$ cat src/rtl/terminal_writer.sv
// Byte-stream terminal writer: decodes printables and CR/LF/BS/TAB into
// character-RAM writes at a tracked cursor, with deferred wrap and scroll requests.
module terminal_writer #(
  parameter int unsigned COLS      = 100,
  parameter int unsigned ROWS      = 30,
  parameter int unsigned TAB_WIDTH = 8
) (
  input  logic                      clk,
  input  logic                      reset_low,
  output logic                      character_ready,
  input  logic                      character_valid,
  input  logic [7:0]                character_byte,
  input  logic                      write_ready,
  output logic                      write_valid,
  output logic [$clog2(ROWS)-1:0]   write_row,
  output logic [$clog2(COLS)-1:0]   write_col,
  output logic [7:0]                write_byte,
  input  logic                      scroll_ready,
  output logic                      scroll_valid,
  output logic [$clog2(ROWS)-1:0]   cursor_row,
  output logic [$clog2(COLS)-1:0]   cursor_col
);

  localparam int unsigned RW = $clog2(ROWS);
  localparam int unsigned CW = $clog2(COLS);
  localparam logic [RW-1:0] LAST_ROW = RW'(ROWS - 1);
  localparam logic [CW-1:0] LAST_COL = CW'(COLS - 1);

  localparam logic [7:0] CH_BS  = 8'h08;
  localparam logic [7:0] CH_TAB = 8'h09;
  localparam logic [7:0] CH_LF  = 8'h0A;
  localparam logic [7:0] CH_CR  = 8'h0D;

  typedef enum logic [1:0] {
    IDLE   = 2'd0,
    SCROLL = 2'd1,
    WRITE  = 2'd2
  } state_t;

  state_t        state;
  logic          wrap_pending;
  logic          scroll_then_write;
  logic [31:0]   tab_sum_c;
  logic [CW-1:0] tab_col_c;
  logic          printable_c;

  // Next tab stop, computed wide so it cannot overflow before clamping to the last column.
  always_comb begin
    tab_sum_c   = (32'(cursor_col) | 32'(TAB_WIDTH - 1)) + 32'd1;
    tab_col_c   = (tab_sum_c > 32'(LAST_COL)) ? LAST_COL : CW'(tab_sum_c);
    printable_c = (character_byte >= 8'h20) && (character_byte <= 8'h7E);
  end

  always_ff @(posedge clk or negedge reset_low) begin
    if (!reset_low) begin
      state             <= IDLE;
      character_ready   <= 1'b1;
      write_valid       <= 1'b0;
      write_row         <= '0;
      write_col         <= '0;
      write_byte        <= '0;
      scroll_valid      <= 1'b0;
      cursor_row        <= '0;
      cursor_col        <= '0;
      wrap_pending      <= 1'b0;
      scroll_then_write <= 1'b0;
    end else begin
      case (state)
        IDLE: begin
          if (character_valid) begin
            if (printable_c) begin
              character_ready <= 1'b0;
              write_byte      <= character_byte;
              if (!wrap_pending) begin
                write_row   <= cursor_row;
                write_col   <= cursor_col;
                write_valid <= 1'b1;
                state       <= WRITE;
              end else begin
                // Deferred wrap: the character lands at column 0 of the next line.
                wrap_pending <= 1'b0;
                cursor_col   <= '0;
                write_col    <= '0;
                if (cursor_row < LAST_ROW) begin
                  cursor_row  <= cursor_row + RW'(1);
                  write_row   <= cursor_row + RW'(1);
                  write_valid <= 1'b1;
                  state       <= WRITE;
                end else begin
                  write_row         <= LAST_ROW;
                  scroll_valid      <= 1'b1;
                  scroll_then_write <= 1'b1;
                  state             <= SCROLL;
                end
              end
            end else begin
              case (character_byte)
                CH_CR: begin
                  cursor_col   <= '0;
                  wrap_pending <= 1'b0;
                end
                CH_LF: begin
                  wrap_pending <= 1'b0;
                  if (cursor_row < LAST_ROW) begin
                    cursor_row <= cursor_row + RW'(1);
                  end else begin
                    character_ready   <= 1'b0;
                    scroll_valid      <= 1'b1;
                    scroll_then_write <= 1'b0;
                    state             <= SCROLL;
                  end
                end
                CH_BS: begin
                  wrap_pending <= 1'b0;
                  if (cursor_col != '0) cursor_col <= cursor_col - CW'(1);
                end
                CH_TAB: begin
                  wrap_pending <= 1'b0;
                  cursor_col   <= tab_col_c;
                end
                default: ;
              endcase
            end
          end
        end
        SCROLL: begin
          if (scroll_ready) begin
            scroll_valid <= 1'b0;
            if (scroll_then_write) begin
              write_valid <= 1'b1;
              state       <= WRITE;
            end else begin
              character_ready <= 1'b1;
              state           <= IDLE;
            end
          end
        end
        WRITE: begin
          if (write_ready) begin
            write_valid     <= 1'b0;
            character_ready <= 1'b1;
            state           <= IDLE;
            if (cursor_col < LAST_COL) cursor_col   <= cursor_col + CW'(1);
            else                       wrap_pending <= 1'b1;
          end
        end
        default: begin
          state           <= IDLE;
          character_ready <= 1'b1;
          write_valid     <= 1'b0;
          scroll_valid    <= 1'b0;
        end
      endcase
    end
  end

endmodule

$ cat config.mk
export PLATFORM = sky130hd
export DESIGN_NAME = terminal_writer
export DESIGN_NICKNAME = d
export VERILOG_FILES = /design/src/rtl/terminal_writer.sv
export SDC_FILE = /design/constraint.sdc
export NUM_CORES = 1
export LEC_CHECK = 0
export BUFFER_PORTS_ARGS = -buffer_cell sky130_fd_sc_hd__buf_2
export CORE_ASPECT_RATIO = 1.25
export CORE_MARGIN = 2
export CORE_UTILIZATION = 45
export CTS_CLUSTER_DIAMETER = 150
export DETAILED_ROUTE_END_ITERATION = 16
export PLACE_DENSITY = 0.75
export SYNTH_ARGS = -nofsm -noshare
export SYNTH_HDL_FRONTEND = slang
export SYNTH_SLANG_ARGS = --single-unit
$ cat constraint.sdc
create_clock -name clk -period 2 [get_ports clk]
set_input_delay 0.1 -clock clk [delete_from_list [all_inputs] [get_ports clk]]
set_output_delay 0.1 -clock clk [all_outputs]
set_load 0.1 [all_outputs]
==> impl_metrics.py, run 1 <==
metrics = {
    "drt": {
        "post_drt_via_cell_ratio": 6.00,
        "vias": 2424,
        "wl_per_cell_um": 16.6,
        "wirelength_um": 6720,
        "dr.pass1.iters": 4,
        "drtIter0Drc": 147,
        "drcViolationCount": 0,
        "ant_nets": 0,
    },
    "logic_synthesis": {
        "synth_top_area_share": 0.387,
        "syn_inst": 271,
        "netlist_area_um2": 2460,
        "yosysTopAreaCell": "dfrtp_1",
        "async_flop_share": 1.00,
        "ys_seq_area_frac": 0.398,
        "ys_seq_elements": 39,
        "ys_types": 60,
        "synth_nets": 290,
        "syn_avg_cell_area_um2": 9.06,
        "synth_area_leaders": "dfrtp_1 39%, nand2_1 4.7%, o31ai_1 4.0%",
        "synth_warnings": 0,
        "synth_edf_count": 0,
        "synth_top_flop_cell": "dfrtp_1",
    },
    "floorplan": {
        "core_area_um2": 5370,
        "die_y_um": 86.6,
        "start_util": 0.458,
        "io_pins": 48,
        "die_w_um": 70.1,
        "rows": 30,
        "dieArea_um2": 6070,
    },
    "place": {
        "io_buffer_count": 47,
        "hpwl_um": 5030,
        "place.gp.congestion": 1.01,
    },
    "run": {
        "maxCapViolCount": 0,
    },
    "sta": {
        "final.min_clock_period_ps": 1930,
        "setup_violations": 0,
        "setup_tns_ps": 0,
        "slew_violations": 0,
        "fmax_ghz": 0.517,
        "skew_ps": 9.66,
        "worst_hold_slack_ps": 46.8,
        "rsz0062_at_grt": "false",
        "max_slew_margin": 0.483,
        "tightest_slew_ps": 775,
        "hold_viol": 0,
        "finalCritPeriodShare": 0.967,
    },
    "clock_tree": {
        "cts-htree-levels": 2,
        "cts_root_buffer": "clkbuf_8",
        "numCtsBuffers": 5,
        "cts_buffer_depth": 2,
        "cts_tree": "done",
        "cts_sinks": 39,
        "clkTransAtPathRegs_ps": 80,
        "clk-insertion-delay-late_ps": 290,
    },
    "power": {
        "peakVddDrop_mv": 0.912,
        "power.total_mw": 4.95,
        "power_density_nw_per_um2": 1580,
        "power.leakage_nw": 1.41,
    },
    "layout": {
        "nets": 358,
        "layout_common_cells": "47 x buf_2, 32 x buf_4, 31 x nand2_1",
        "insertedDiodeCount": 0,
        "drive_gt1_frac": 0.371,
        "syn2layout_area_growth_pct": 27.6,
        "mostFrequentLayoutCell": "buf_2",
        "num-fill-cells": 507,
        "utilization": 0.584,
    },
    "grt": {
        "track_usage": 0.225,
        "grt_pass1_wl_um": 11000,
        "grt_max_degree": 35,
        "grt_pass1_vias": 2251,
        "grt_overflow_total": 0,
        "antenna_found_initial": 0,
    },
    "worst_setup_path": {
        "rrSetupSlack_ps": 70,
        "end_kind": "flop",
        "path_class": "reg -> reg",
        "crit_required_ps": 2180,
        "crit_fanout": 6,
        "cp-start-kind": "flop",
        "arrival_ps": 2120,
    },
    "outcome": {
        "status": "completed",
    },
    "worst_hold_path": {
        "holdCritPathClass": "in -> reg",
    },
}
through the flow:
| step | area (um^2) | setup WS (ps) | cells |
|---|---|---|---|
| finish | 3130 | 66.6 | 404 |
| floorplan | 2580 | -112 | 271 |
| global placement | 3000 | 29.4 | 391 |
| global route | 3130 | 10.4 | 404 |
| detailed placement | 3000 | 26.0 | 391 |
| CTS | 3120 | 23.9 | 402 |
cells in the mapped netlist, types with 2 or more instances:
cell / number
nor2_1: 6
nand4_1: 5
buf_2: 4
nor4_1: 4
o22ai_1: 5
nor2b_1: 3
a211oi_1: 2
a31oi_1: 6
and3_1: 6
and2_1: 5
nand2b_1: 3
ha_1: 6
a32o_1: 2
o2111ai_1: 2
inv_1: 10
a21oi_1: 17
o21ai_0: 15
or3_1: 2
o21bai_1: 2
o211ai_1: 9
nand2_1: 31
o31ai_1: 13
o21a_1: 2
nand3_1: 9
nor3_1: 7
mux2_2: 8
and4_1: 2
dfrtp_1: 38
a211o_1: 3
a311oi_1: 2
clkbuf_1: 13
cell type report:
| type | instances | area (um^2) | share of cell area |
|---|---|---|---|
| multi-input combinational | 203 | 1430 | 0.455 |
| sequential | 39 | 1000 | 0.321 |
| timing repair buffer | 80 | 485 | 0.155 |
| clock inverter | 1 | 5.00 | 0.00160 |
| clock buffer | 7 | 86.3 | 0.0275 |
| tap | 64 | 80.1 | 0.0255 |
| inverter | 10 | 47.5 | 0.0152 |
where the power goes:
part | internal [mW] | switching [mW] | leakage (nW)
clock | 0.279 | 0.279 | 0.0482
combinational | 0.778 | 2.35 | 0.872
sequential | 1.05 | 0.217 | 0.487
routing by layer:
| metal | vias up | part of all wire | track usage |
|---|---|---|---|
| met5 | - | 0 | 0 |
| met4 | 0 | 0.0091 | 0.0629 |
| met3 | 6 | 0.034 | 0.0337 |
| met2 | 68 | 0.52 | 0.406 |
| met1 | 1180 | 0.44 | 0.280 |
| li1 | 1170 | - | - |
critical path, stage by stage, from the launching register on:
cell      delay (ps)
dfrtp_4          480
ha_1             330
o21bai_1         140
a31oi_2          240
nor4_1            70
or3_1            350
a32o_1           220
path summary, 6_finish.rpt:
check                              startpoint               to  cells after the start
max in group asynchronous           reset_low  character_ready                      3
worst min register to register   scroll_valid     scroll_valid                      2
worst min-delay path              write_ready         state[1]                      2
worst max-delay path            cursor_col[4]    cursor_col[4]                      6
worst max register to register  cursor_col[4]    cursor_col[4]                      6
min in group asynchronous           reset_low    cursor_row[0]                      2
flip-flops by register name, indices dropped and copies added (netlist names), 2 cells and up:
register    flops
state           2
write_row       5
cursor_col      7
write_col       7
cursor_row      5
write_byte      8
repair_timing:
action / 4_1_cts / 5_1_grt
endpoints found under the hold margin: 33 / 0
resized for setup: 0 / 3
hold buffers: 1 / 0
buffers inserted: 2 / 2
pin swaps: 1 / 0
setup endpoints to repair: 1 / 5
cells by family (layout without fill, tap and decap cells):
kind of cell    Yosys count  after routing  synth area share
compound gates           93             93             0.265
xor+xnor                  2              2           0.00713
fa+ha+maj                 6              6            0.0306
buf+inv                  29             98            0.0509
flops                    39             39             0.398
mux                       9              9            0.0413
simple gates             93             93             0.207
No activity file was read; power rests on OpenSTA's default activity.
==> inputs of run 2 (changes only) <==
- ABC_AREA: unset -> 1
- CORE_UTILIZATION: 45 -> 50
- PLACE_DENSITY: 0.75 -> 0.81
==> run 2 against run 1 <==
Net effect:
- sequential cell count did not move
- design area fell by 5.2%
- global-route usage rose by 0.16 points
- largest cell class unchanged
- hold slack improved by 25 ps
==> impl_metrics.py, run 2 <==
metrics = {
    "grt": {
        "met2_usage": 0.357,
        "grt_max_degree": 30,
        "grtUsageMet1": 0.308,
        "antenna_found_initial": 0,
        "grt_overflow_total": 0,
        "grt_pass1_wl_um": 10200,
        "grt_pass1_vias": 2281,
        "grt.met3_usage": 0.0459,
        "track_usage": 0.227,
        "top_usage_layer": "met2",
    },
    "logic_synthesis": {
        "yosysMostFrequentCell": "nand2_1",
        "syn_avg_cell_area_um2": 7.08,
        "ys_types": 37,
        "netlist_area_um2": 2540,
        "async_flop_share": 1.00,
        "syn_inst": 359,
        "ys_seq_elements": 39,
        "synth_adder_area_share": 0.0295,
        "ys_seq_area_frac": 0.384,
        "synth_edf_count": 0,
        "synth_nets": 378,
        "yosysTopAreaCell": "dfrtp_1",
        "synth_top_flop_cell": "dfrtp_1",
        "synth_top_area_share": 0.374,
        "synth_top_family_by_area": "simple AND/OR/NAND/NOR gates",
        "synth_xor_area_frac": 0.0207,
        "synth_mux_area_frac": 0,
        "synth_warnings": 0,
        "synth-compound-area-share": 0.100,
        "ys_top_cells_by_count": "125 x nand2_1, 39 x inv_1, 38 x dfrtp_1",
        "synth_area_leaders": "dfrtp_1 37%, nand2_1 18%, inv_1 5.8%",
        "yosys.area_share.simple": 0.380,
    },
    "sta": {
        "tightest_slew_ps": 527,
        "hold_viol": 0,
        "setup_tns_ps": 0,
        "skew_ps": 4.24,
        "fmax_ghz": 0.563,
        "finalCritPeriodShare": 0.888,
        "setup_violations": 0,
        "final.min_clock_period_ps": 1780,
        "slew_violations": 0,
        "worst_slack_ps": 223,
        "max_slew_margin": 0.649,
        "rsz0062_at_grt": "false",
    },
    "place": {
        "io_buffer_count": 47,
        "dp.cells": 466,
        "hpwl_um": 4590,
        "placed_cell_area_um2": 2850,
        "place.gp.congestion": 0.996,
        "dp_slack_ps": 170,
    },
    "clock_tree": {
        "cts_root_buffer": "clkbuf_8",
        "numCtsBuffers": 5,
        "clk-insertion-delay-late_ps": 290,
        "cts_tree": "done",
        "clkTransAtPathRegs_ps": 70,
        "cts_sinks": 39,
        "cts-htree-levels": 2,
        "cts_buffer_depth": 2,
    },
    "layout": {
        "fin_area_um2": 2970,
        "top_regs": "write_byte (8), cursor_col (7), write_col (7)",
        "num-fill-cells": 469,
        "drive_gt1_frac": 0.223,
        "instances_no_fill": 475,
        "syn2layout_area_growth_pct": 16.9,
        "mostFrequentLayoutCell": "nand2_1",
        "top_register": "write_byte",
        "nets": 431,
        "layout_common_cells": "125 x nand2_1, 47 x buf_2, 38 x inv_1",
        "largest_reg_flops": 8,
        "insertedDiodeCount": 0,
    },
    "drt": {
        "wl_per_cell_um": 12.4,
        "post_drt_via_cell_ratio": 5.18,
        "drcViolationCount": 0,
        "dr.pass1.iters": 4,
        "ant_nets": 0,
        "vias": 2459,
        "drtIter0Drc": 153,
        "wirelength_um": 5900,
    },
    "worst_setup_path": {
        "path_class": "reg -> reg",
        "slowest_stage": "dfrtp_4",
        "arrival_ps": 1960,
        "cp_slowest_stage_delay_ps": 490,
        "critPathBufInv": 2,
        "cp-start-kind": "flop",
        "crit_family": "flip-flops",
        "end_kind": "flop",
        "crit_fanout": 10,
        "cp_cell_sequence": "clkinvlp_4, ha_1, inv_1, nor2_1, nand2_1, nand2_1, a21oi_2, nand3_4, nor2_1, a21oi_2",
        "crit_required_ps": 2180,
    },
    "floorplan": {
        "io_pins": 48,
        "dieArea_um2": 5670,
        "start_util": 0.508,
        "rows": 29,
        "die_w_um": 67.8,
        "core_area_um2": 5010,
        "die_y_um": 83.7,
    },
    "worst_hold_path": {
        "holdCritPathClass": "in -> reg",
    },
    "outcome": {
        "status": "completed",
    },
    "run": {
        "maxCapViolCount": 0,
    },
}
==> run 2: changes by cell type after synthesis, moves of 11 or more <==
cell	previous run	this run
inv_1	10	39
nand3_1	9	25
a21oi_1	17	6
nor2_1	6	36
nand2_1	31	125
clkbuf_1	13	1
o31ai_1	13	0
o21ai_1	0	13
==> run 2: timing repair <==
| action | 4_1_cts | 5_1_grt |
|---|---|---|
| buffers inserted | 0 | 0 |
| setup endpoints to repair | 0 | 4 |
| gates resized for setup | 0 | 2 |
| hold endpoints to repair | 13 | 0 |
| hold buffers | 1 | 0 |
==> run 2: cell type report <==
| type | count | area [um^2] | area share |
|---|---|---|---|
| clock buffer | 7 | 76.3 | 0.0257 |
| clock inverter | 1 | 30.0 | 0.0101 |
| multi-input combinational | 270 | 1350 | 0.455 |
| tap | 62 | 77.6 | 0.0261 |
| timing repair buffer | 53 | 283 | 0.0952 |
| sequential | 39 | 987 | 0.332 |
| inverter | 43 | 165 | 0.0556 |
==> run 2: final timing paths <==
check	startpoint	to	slack, ps	cells after the start
min in group asynchronous	reset_low	scroll_then_write	230	2
max in group asynchronous	reset_low	character_ready	1090	3
min	character_byte[4]	write_byte[4]	70	3
max reg2reg	cursor_col[3]	cursor_col[5]	220	10
max	cursor_col[3]	cursor_col[5]	220	10
min reg2reg	write_byte[7]	write_byte[7]	470	2
==> run 2: cell families after synthesis <==
kind of cell,Yosys count
compound gates,43
xor+xnor,6
fa+ha+maj,6
buf+inv,50
flops,39
simple gates,215
==> run 2: metal layers <==
layer	vias up	wire length (um)	share of wire
met4	0	143	0.024
met5	-	0	0
met3	15	340	0.058
met2	86	2760	0.47
li1	1242	-	-
met1	1116	2660	0.45
==> run 2: tightest hold or removal path, stage by stage <==
cell,delay [ps]
buf_2,110
nand2_1,60
nand2_1,60
==> run 2: metrics by stage <==
stage | util | hold slack (ps)
2_1_floorplan | - | -196
3_3_place_gp | 0.569 | 8.98
3_5_place_dp | 0.569 | 16.2
4_1_cts | 0.592 | 65.2
5_1_grt | 0.593 | 91.4
6_report | 0.593 | 72.0
Power of run 2 is not shown: default switching activity piles up to over one toggle a cycle in this logic, so the estimate is an artifact.
